**config.mk**
```make
export PLATFORM = sky130hd
export DESIGN_NAME = ssqrt_flat
export DESIGN_NICKNAME = d
export VERILOG_FILES = /design/src/rtl/ssqrt_if.sv /design/src/rtl/ssqrt.sv /design/src/flat_wrapper.sv
export SDC_FILE = /design/constraint.sdc
export NUM_CORES = 1
export LEC_CHECK = 0
export CAP_MARGIN = 20
export CORE_MARGIN = 2
export CORE_UTILIZATION = 45
export DETAILED_ROUTE_END_ITERATION = 10
export GPL_TIMING_DRIVEN = 1
export PLACE_DENSITY_LB_ADDON = 0.12
export SYNTH_ARGS = -nofsm -noshare
export SYNTH_HDL_FRONTEND = slang
export SYNTH_SLANG_ARGS = --single-unit
```
**constraint.sdc**
```tcl
create_clock -name clk -period 2.8 [get_ports clk]
set_clock_uncertainty 0.15 [all_clocks]
set_input_delay 0.84 -clock clk [delete_from_list [all_inputs] [get_ports clk]]
set_output_delay 0.84 -clock clk [all_outputs]
set_load 0.02 [all_outputs]
```
**src/rtl/ssqrt_if.sv**
```systemverilog
// ssqrt_if: operand/result handshake bundle for the ssqrt square-root block.
// It also carries the number format, so the block itself has no parameters.
//
// Parameters
//   WIDTH     total bits of a and f (two's complement)
//   FRACBITS  fraction bits of a and f
//
// Signals
//   in_valid   master -> slave   operand valid
//   in_ready   slave  -> master  block can accept an operand
//   a          master -> slave   operand, signed fixed point
//   out_valid  slave  -> master  result valid
//   out_ready  master -> slave   downstream accepts the result
//   f          slave  -> master  root, signed fixed point (never negative)
//   neg        slave  -> master  operand was negative, qualified by out_valid
//
// Modports: master (operand source / result sink), slave (the ssqrt block).

interface ssqrt_if #(
  parameter int WIDTH    = 16,
  parameter int FRACBITS = 8
);

  logic             in_valid;
  logic             in_ready;
  logic [WIDTH-1:0] a;
  logic             out_valid;
  logic             out_ready;
  logic [WIDTH-1:0] f;
  logic             neg;

  modport master (
    output in_valid, a, out_ready,
    input  in_ready, out_valid, f, neg
  );

  modport slave (
    input  in_valid, a, out_ready,
    output in_ready, out_valid, f, neg
  );

endinterface

```
**src/rtl/ssqrt.sv**
```systemverilog
// ssqrt: signed fixed-point square root, the inverse of the squarer.
// The operand is shifted left by FRACBITS to form the radicand, so the
// integer square root of the radicand is already in the operand's fixed-point
// format. One root bit is produced per clock by the restoring
// digit-by-digit method, trading throughput for a very small datapath.
// Negative operands skip the iteration and return f=0 with neg=1.
//
// Ports
//   clk    in  clock, all state on the rising edge
//   reset  in  asynchronous, active-high reset; aborts any operation in flight
//   g      ssqrt_if.slave: in_valid/in_ready/a operand side,
//          out_valid/out_ready/f/neg result side
//
// Build option
//   SSQRT_ROUND_EN  when defined, the root is rounded to nearest (using the
//                   final remainder) and saturated to the largest positive
//                   value; when undefined the root is truncated.

module ssqrt (
  input  logic   clk,
  input  logic   reset,
  ssqrt_if.slave g
);

  localparam int W  = g.WIDTH;
  localparam int FB = g.FRACBITS;
  // Number of root bits; the radicand is padded to an even 2*N bits.
  localparam int N  = (W + FB + 1) / 2;
  localparam int RW = 2 * N;
  localparam int CW = (N > 1) ? $clog2(N) : 1;

  typedef enum logic [1:0] {
    IDLE,
    CALC,
    DONE
  } state_t;

  state_t          state;
  logic [RW-1:0]   rad;
  logic [N+1:0]    rem;
  logic [N-1:0]    root;
  logic [CW-1:0]   cnt;
  logic [W-1:0]    f_reg;
  logic            neg_reg;
  logic            in_ready_reg;
  logic            out_valid_reg;

  logic [N+1:0]    rem_shift;
  logic [N+1:0]    trial;
  logic [N+1:0]    rem_next;
  logic [N-1:0]    root_next;
  logic            take;
  logic [W-1:0]    f_final;

  // One restoring iteration: bring down the next two radicand bits and try
  // to subtract 4*root+1. The remainder never exceeds 2*root, so its top two
  // bits are always zero before the shift and nothing is lost.
  always_comb begin
    rem_shift = {rem[N-1:0], rad[RW-1 -: 2]};
    trial     = {root, 2'b01};
    take      = (rem_shift >= trial);
    rem_next  = take ? (rem_shift - trial) : rem_shift;
    root_next = {root[N-2:0], take};
  end

`ifdef SSQRT_ROUND_EN
  localparam logic [W:0] MAXPOS = {2'b00, {(W-1){1'b1}}};

  logic [W:0] root_wide;
  logic [W:0] rounded;
  logic       round_up;

  // With remainder r = R - q*q, sqrt(R) is nearer q+1 exactly when r > q.
  // The radicand is an integer, so the halfway case cannot occur.
  always_comb begin
    root_wide = (W+1)'(root_next);
    round_up  = (rem_next > {2'b00, root_next});
    rounded   = root_wide + {{W{1'b0}}, round_up};
    f_final   = (rounded > MAXPOS) ? MAXPOS[W-1:0] : rounded[W-1:0];
  end
`else
  // Truncation: the root bits are the result.
  always_comb begin
    f_final = W'(root_next);
  end
`endif

  // Control and datapath registers. in_ready and out_valid are registered
  // alongside the state so the handshake outputs are glitch-free. The last
  // CALC iteration writes the result straight into f, so DONE is entered
  // with the output already valid.
  always_ff @(posedge clk or posedge reset) begin
    if (reset) begin
      state         <= IDLE;
      rad           <= '0;
      rem           <= '0;
      root          <= '0;
      cnt           <= '0;
      f_reg         <= '0;
      neg_reg       <= 1'b0;
      in_ready_reg  <= 1'b1;
      out_valid_reg <= 1'b0;
    end else begin
      case (state)
        IDLE: begin
          if (g.in_valid) begin
            in_ready_reg <= 1'b0;
            if (g.a[W-1]) begin
              f_reg         <= '0;
              neg_reg       <= 1'b1;
              out_valid_reg <= 1'b1;
              state         <= DONE;
            end else begin
              rad     <= RW'({g.a, {FB{1'b0}}});
              rem     <= '0;
              root    <= '0;
              cnt     <= CW'(N - 1);
              neg_reg <= 1'b0;
              state   <= CALC;
            end
          end
        end

        CALC: begin
          rad  <= {rad[RW-3:0], 2'b00};
          rem  <= rem_next;
          root <= root_next;
          if (cnt == '0) begin
            f_reg         <= f_final;
            out_valid_reg <= 1'b1;
            state         <= DONE;
          end else begin
            cnt <= cnt - 1'b1;
          end
        end

        DONE: begin
          if (g.out_ready) begin
            out_valid_reg <= 1'b0;
            in_ready_reg  <= 1'b1;
            state         <= IDLE;
          end
        end

        default: begin
          state         <= IDLE;
          in_ready_reg  <= 1'b1;
          out_valid_reg <= 1'b0;
        end
      endcase
    end
  end

  assign g.in_ready  = in_ready_reg;
  assign g.out_valid = out_valid_reg;
  assign g.f         = f_reg;
  assign g.neg       = neg_reg;

endmodule

```
**src/flat_wrapper.sv**
```systemverilog
// flat-port wrapper written by rule: the top's interface ports become plain ports
module ssqrt_flat 
  (clk, reset, g_in_valid, g_a, g_out_ready, g_in_ready, g_out_valid, g_f, g_neg);
  ssqrt_if #(.WIDTH(16), .FRACBITS(8)) g_i ();
  input  logic clk;
  input  logic reset;
  input wire logic [$bits(g_i.in_valid)-1:0] g_in_valid;
  input wire logic [$bits(g_i.a)-1:0] g_a;
  input wire logic [$bits(g_i.out_ready)-1:0] g_out_ready;
  output wire logic [$bits(g_i.in_ready)-1:0] g_in_ready;
  output wire logic [$bits(g_i.out_valid)-1:0] g_out_valid;
  output wire logic [$bits(g_i.f)-1:0] g_f;
  output wire logic [$bits(g_i.neg)-1:0] g_neg;
  assign g_i.in_valid = g_in_valid;
  assign g_i.a = g_a;
  assign g_i.out_ready = g_out_ready;
  assign g_in_ready = g_i.in_ready;
  assign g_out_valid = g_i.out_valid;
  assign g_f = g_i.f;
  assign g_neg = g_i.neg;
  ssqrt u_core (.clk(clk), .reset(reset), .g(g_i));
endmodule
```
==> results of run 1 <==
[power by group]
group	leakage (nW)	internal [W]	total, W	switching, W
combinational	0.816	0.00140	0.00314	0.00174
clock	0.106	0.000483	0.000829	0.000346
sequential	0.759	0.00128	0.00152	0.000239
total	1.68	0.00316	0.00549	0.00232
[cell families after synthesis]
group	after synthesis	share of synthesized area
AOI/OAI and AO/OA	100	0.205
xor gates and xnor gates	12	0.0333
adders and majority gates	16	0.0635
buffers and inverters	41	0.0635
DFF	61	0.484
muxes	8	0.0254
other	1	0.00119
and+or+nand+nor	90	0.123
[routing by layer]
layer,global-route usage,part of all wire,vias up
li1,-,-,1210
met1,0.263,0.49,1155
met2,0.303,0.46,43
met3,0.0669,0.038,5
met4,0.0517,0.0068,0
met5,0,0,-
[cells in the mapped netlist, types with 3 or more instances]
cell / instances
a21oi_1: 18
a22o_1: 3
a2bb2oi_1: 3
buf_2: 4
buf_4: 4
clkbuf_1: 9
dfrtp_1: 60
ha_1: 16
inv_1: 21
mux2i_1: 8
nand2_1: 35
nand2b_1: 4
nor2_1: 37
nor3_1: 4
o21ai_0: 22
o21ai_1: 6
o22ai_1: 22
o31ai_1: 10
xnor2_1: 8
xor2_1: 4
[metrics by stage]
stage	total power (W)	setup slack, ns	utilization	hold slack, ns
after global placement	0.00462	0.251	0.529	0.311
after global routing	0.00602	0.267	0.560	0.356
after floorplan	0.00389	0.299	-	0.300
final	0.00549	0.332	0.560	0.327
after detailed placement	0.00468	0.202	0.529	0.320
after CTS	0.00554	0.312	0.560	0.336
[path summary, 6_finish.rpt]
| check | from | to | slack, ns | depth (start not counted) |
|---|---|---|---|---|
| worst min register to register | u_core.g.f[8] | u_core.g.f[8] | 0.33 | 2 |
| worst max-delay path | u_core.g.in_ready | g_in_ready | 0.33 | 1 |
| worst max register to register | u_core.rem[1] | u_core.rem[11] | 0.41 | 7 |
| max in group asynchronous | reset | u_core.g.in_ready | 1.49 | 3 |
| min in group asynchronous | reset | u_core.g.neg | 0.72 | 3 |
| worst min-delay path | u_core.g.f[8] | u_core.g.f[8] | 0.33 | 2 |
[final cells by class]
cell class,count,area (µm²),share of cell area
clock buffers,13,169,0.0444
clock inverters,3,42.5,0.0112
inverters,21,78.8,0.0207
multi-input cells,230,1440,0.378
flip-flops and latches,61,1530,0.401
well taps,96,120,0.0316
repair buffers,41,430,0.113
==> summary.md, run 1 <==
| Metric | Value |
|---|---|
| PortBufs | `34` |
| First-pass GRT wire length | `11.6 mm` |
| Critical Path RT | `1.81 ns` |
| Die area | `0.00769 mm²` |
| Initial antenna violation count | `0` |
| Cts bufs inserted | `9` |
| Critical Path Start Type | `flip-flop` |
| Syn Std Cell Area | `0.00315 mm²` |
| Core region area | `0.00679 mm²` |
| Unrepaired setup endpoints after global routing | `false` |
| GPL Wtd Cong | `0.857` |
| Synth async-reset ratio | `1.00` |
| Die Y | `87.7 µm` |
| Fill count | `628` |
| Io pins | `39` |
| Post-route ant nets | `0` |
| Top cells by area in the synthesized netlist | `dfrtp_1 48%, ha_1 6.3%, nor2_1 4.4%` |
| Top FF cell, synth | `dfrtp_1` |
| Post_cts resized | `0` |
| Mean post-synth cell area | `9.59 µm²` |
| Status | `completed` |
| Vias per std cell | `5.19` |
| Most frequent cells in the layout | `60 x dfrtp_1, 37 x nor2_1, 35 x nand2_1` |
| Commonest non-fill, non-tap cell in the layout | `dfrtp_1` |
| Largest net degree at the start of global routing | `62` |
| Family with the most delay on the worst path | `buffers and inverters` |
| Grt total ovfl | `0` |
| Share of cells above drive strength 1 | `0.0840` |
| Worst setup EP type | `output pin` |
| Nets | `400` |
| Drt initial violations | `102` |
| Slowest stage delay, CP | `0.60 ns` |
| Leading area contributor after synthesis | `dfrtp_1` |
| Ordered cell list for the critical path | `clkdlybuf4s50_1` |
| Yosys warnings | `0` |
| Placed Area | `0.00359 mm²` |
| Synth cell types | `46` |
| Num rows | `30` |
| Post-Syn Instances | `329` |
| H-tree depth | `3` |
| Final std cells w/o fill | `465` |
| GRT Resource Usage Total | `0.195` |
| CTS tree | `done` |
| Largest register FFs | `16` |
| Area share of the largest cell type after synthesis | `0.476` |
| Hold buffers post-CTS | `0` |
| Least-Margin Pin Slew | `0.749 ns` |
| Post-route DRC | `0` |
| CTS Sinks | `61` |
| DR WL/cell | `14.2 µm` |
| #FFs+latches synth | `61` |
| HP Class | `flip-flop to flip-flop` |
| Number of max-cap violations | `0` |
| Clock Root Buffer | `clkbuf_8` |
| Final Hold Viols | `0` |
| Routed wire length | `6.60 mm` |
| Worst EP arrival | `1.48 ns` |
| Number of buffers and inverters on the critical path | `1` |
| Setup Buffers After CTS | `0` |
| Clock Pin Slew Worst Setup and Hold Paths | `0.07 ns` |
| Largest reg by FF count | `u_core.rad` |
| Setup TNS | `0 ns` |
| Leak | `1.68 nW` |
| Vias in the first global route | `2398` |
| Crit path kind | `flip-flop to output pin` |
| Peak VDD IR | `0.000591 V` |
| Relative slew slack | `0.501` |
| Worst-Skew Late Latency | `0.34 ns` |
| HPWL Detailed | `4.38 mm` |
| Power Dens Cells | `1440 mW/mm²` |
| Post-route design area | `0.00381 mm²` |
| Final period util | `0.881` |
| Post-synthesis sequential area ratio | `0.484` |
| Max Root-Sink Buffers | `2` |
| Die width | `87.7 µm` |
| # diodes | `0` |
| Max-slew violations | `0` |
| Slowest stage cell on the critical path | `clkdlybuf4s50_1` |
| Max FO, Critical Path | `3` |
| Fmax | `405 MHz` |
| Fin crit period | `2.47 ns` |
| Placed Cells | `449` |
| 1st-pass router iterations | `4` |
| Initial core utilization | `0.464` |
| Number of synthesized flops with an enable pin | `0` |
| Layout area overhead | `20.7%` |
| Setup violations, final | `0` |
| Via count | `2413` |
No activity file was read; power rests on OpenSTA's default activity.
==> inputs of run 2 (changes only) <==
--- a/config.mk
+++ b/config.mk
@@ -8,6 +8,7 @@
 export CAP_MARGIN = 20
 export CORE_MARGIN = 2
 export CORE_UTILIZATION = 45
+export CTS_BUF_LIST = sky130_fd_sc_hd__clkbuf_8
 export DETAILED_ROUTE_END_ITERATION = 10
 export GPL_TIMING_DRIVEN = 1
 export PLACE_DENSITY_LB_ADDON = 0.12
==> summary.md, run 2 (synthesized netlist as in run 1, its figures left out) <==
| Metric | Value |
|---|---|
| HPWL Detailed | `4.38 mm (unchanged)` |
| Via count | `2418 (+0.21%)` |
| Post-route ant nets | `0 (unchanged)` |
| First-pass GRT wire length | `11.6 mm (unchanged)` |
| Num rows | `30 (unchanged)` |
| Core region area | `0.00679 mm² (unchanged)` |
| Slowest stage delay, CP | `0.60 ns (about the same)` |
| Least-Margin Pin Slew | `0.748 ns (-0.000989 ns)` |
| Ordered cell list for the critical path | `clkdlybuf4s50_1` |
| GPL Wtd Cong | `0.857 (unchanged)` |
| Met1 Resource Use GR | `0.263 (unchanged)` |
| Initial antenna violation count | `0 (unchanged)` |
| Post_cts resized | `0 (unchanged)` |
| Pre-CTS setup slack | `0.202 ns (unchanged)` |
| Critical Path Start Type | `flip-flop` |
| Util after Layout | `0.560 (unchanged)` |
| DR WL/cell | `14.2 µm (about the same)` |
| Final period util | `0.881 (about the same)` |
| Number of buffers and inverters on the critical path | `1 (unchanged)` |
| Top Usage Layer GRT | `met2` |
| Fin crit period | `2.47 ns (-0.0000590 ns)` |
| Die Y | `87.7 µm (unchanged)` |
| Largest register FFs | `16 (unchanged)` |
| Vias in the first global route | `2398 (unchanged)` |
| Setup Buffers After CTS | `0 (unchanged)` |
| Family with the most delay on the worst path | `buffers and inverters` |
| # diodes | `0 (unchanged)` |
| HP Class | `flip-flop to flip-flop` |
| Number of max-cap violations | `0 (unchanged)` |
| Critical Path RT | `1.81 ns (about the same)` |
| Hold buffers post-CTS | `0 (unchanged)` |
| 1st-pass router iterations | `4 (unchanged)` |
| Share of cells above drive strength 1 | `0.0840 (unchanged)` |
| Clock Pin Slew Worst Setup and Hold Paths | `0.07 ns (about the same)` |
| Max FO, Critical Path | `3 (unchanged)` |
| H-tree depth | `3 (unchanged)` |
| Final Power | `0.00548 W (-0.11%)` |
| Grt total ovfl | `0 (unchanged)` |
| Most frequent cells in the layout | `60 x dfrtp_1, 37 x nor2_1, 35 x nand2_1` |
| Worst EP arrival | `1.48 ns (about the same)` |
| Io pins | `39 (unchanged)` |
| Largest reg by FF count | `u_core.rad` |
| Drt initial violations | `102 (unchanged)` |
| Post-route DRC | `0 (unchanged)` |
| Slowest stage cell on the critical path | `clkdlybuf4s50_1` |
| Vias per std cell | `5.20 (+0.21%)` |
| Power Dens Cells | `1440 mW/mm² (-0.11%)` |
| Peak VDD IR | `0.000590 V (about the same)` |
| Worst-Skew Late Latency | `0.34 ns (about the same)` |
| Routed wire length | `6.60 mm (about the same)` |
| Nets | `400 (unchanged)` |
| Clock Root Buffer | `clkbuf_8` |
| CTS Sinks | `61 (unchanged)` |
| Cts bufs inserted | `9 (unchanged)` |
| Worst setup EP type | `output pin` |
| CTS tree | `done` |
| Largest net degree at the start of global routing | `62 (unchanged)` |
| Commonest non-fill, non-tap cell in the layout | `dfrtp_1` |
| Crit path kind | `flip-flop to output pin` |
| Met3 usage | `0.0669 (unchanged)` |
| Setup violations, final | `0 (unchanged)` |
| Leak | `1.68 nW (+0.25%)` |
| GRT Resource Usage Total | `0.195 (unchanged)` |
| PortBufs | `34 (unchanged)` |
| Initial core utilization | `0.464 (unchanged)` |
| Final setup margin | `0.332 ns (+0.0000590 ns)` |
| GR Layer Usage met2 | `0.303 (unchanged)` |
| Die width | `87.7 µm (unchanged)` |
| Layout area overhead | `20.7% (unchanged)` |
| Max Root-Sink Buffers | `2 (unchanged)` |
| Status | `completed` |
| Relative slew slack | `0.502 (+0.000659)` |
| Final Hold Viols | `0 (unchanged)` |
| Max-slew violations | `0 (unchanged)` |
| Unrepaired setup endpoints after global routing | `false` |
| Fmax | `405 MHz (about the same)` |
| Setup TNS | `0 ns (unchanged)` |
| Die area | `0.00769 mm² (unchanged)` |
==> run 2: cell count changes in the layout (fill, tap and decap cells not counted), sizes merged <==
cell,before,now
clkbuf,13,12
inv,21,22
==> run 2: area by class of cell <==
type	count	area, µm²
fillers	628	2990
multi-input cells	230	1440
well taps	96	120
flip-flops and latches	61	1530
inverters	21	78.8
clock inverters	4	46.3
repair buffers	41	430
clock buffers	12	165
==> run 2: stage by stage <==
step,hold WS [ns],instance area [µm²],std cells
detailed placement,0.320,3590,449
global route,0.356,3810,465
CTS,0.336,3810,465
finish,0.327,3810,465
global placement,0.311,3590,449
floorplan,0.300,3170,332
==> run 2: tightest hold or removal path, cell delays in order (launching register included) <==
cell,delay [ns]
dfrtp_1,0.34
nand2_1,0.05
o31ai_1,0.05
==> run 2: per-layer routing <==
layer / share of wire / vias up
li1: - / 1211
met1: 0.49 / 1159
met2: 0.46 / 43
met3: 0.038 / 5
met4: 0.0068 / 0
met5: 0 / -
==> run 2: final timing paths <==
| kind | start | endpoint | slack, ns | cells after the start |
|---|---|---|---|---|
| worst min-delay path | u_core.g.f[8] | u_core.g.f[8] | 0.33 | 2 |
| worst min register to register | u_core.g.f[8] | u_core.g.f[8] | 0.33 | 2 |
| min in group asynchronous | reset | u_core.g.neg | 0.72 | 3 |
| worst max-delay path | u_core.g.in_ready | g_in_ready | 0.33 | 1 |
| max in group asynchronous | reset | u_core.g.in_ready | 1.49 | 3 |
| worst max register to register | u_core.rem[1] | u_core.rem[11] | 0.42 | 7 |
==> run 2: power by group <==
part | switching (W) | internal (W) | total, W
logic | 0.00174 | 0.00140 | 0.00314
registers | 0.000239 | 0.00128 | 0.00152
clock network | 0.000345 | 0.000479 | 0.000824
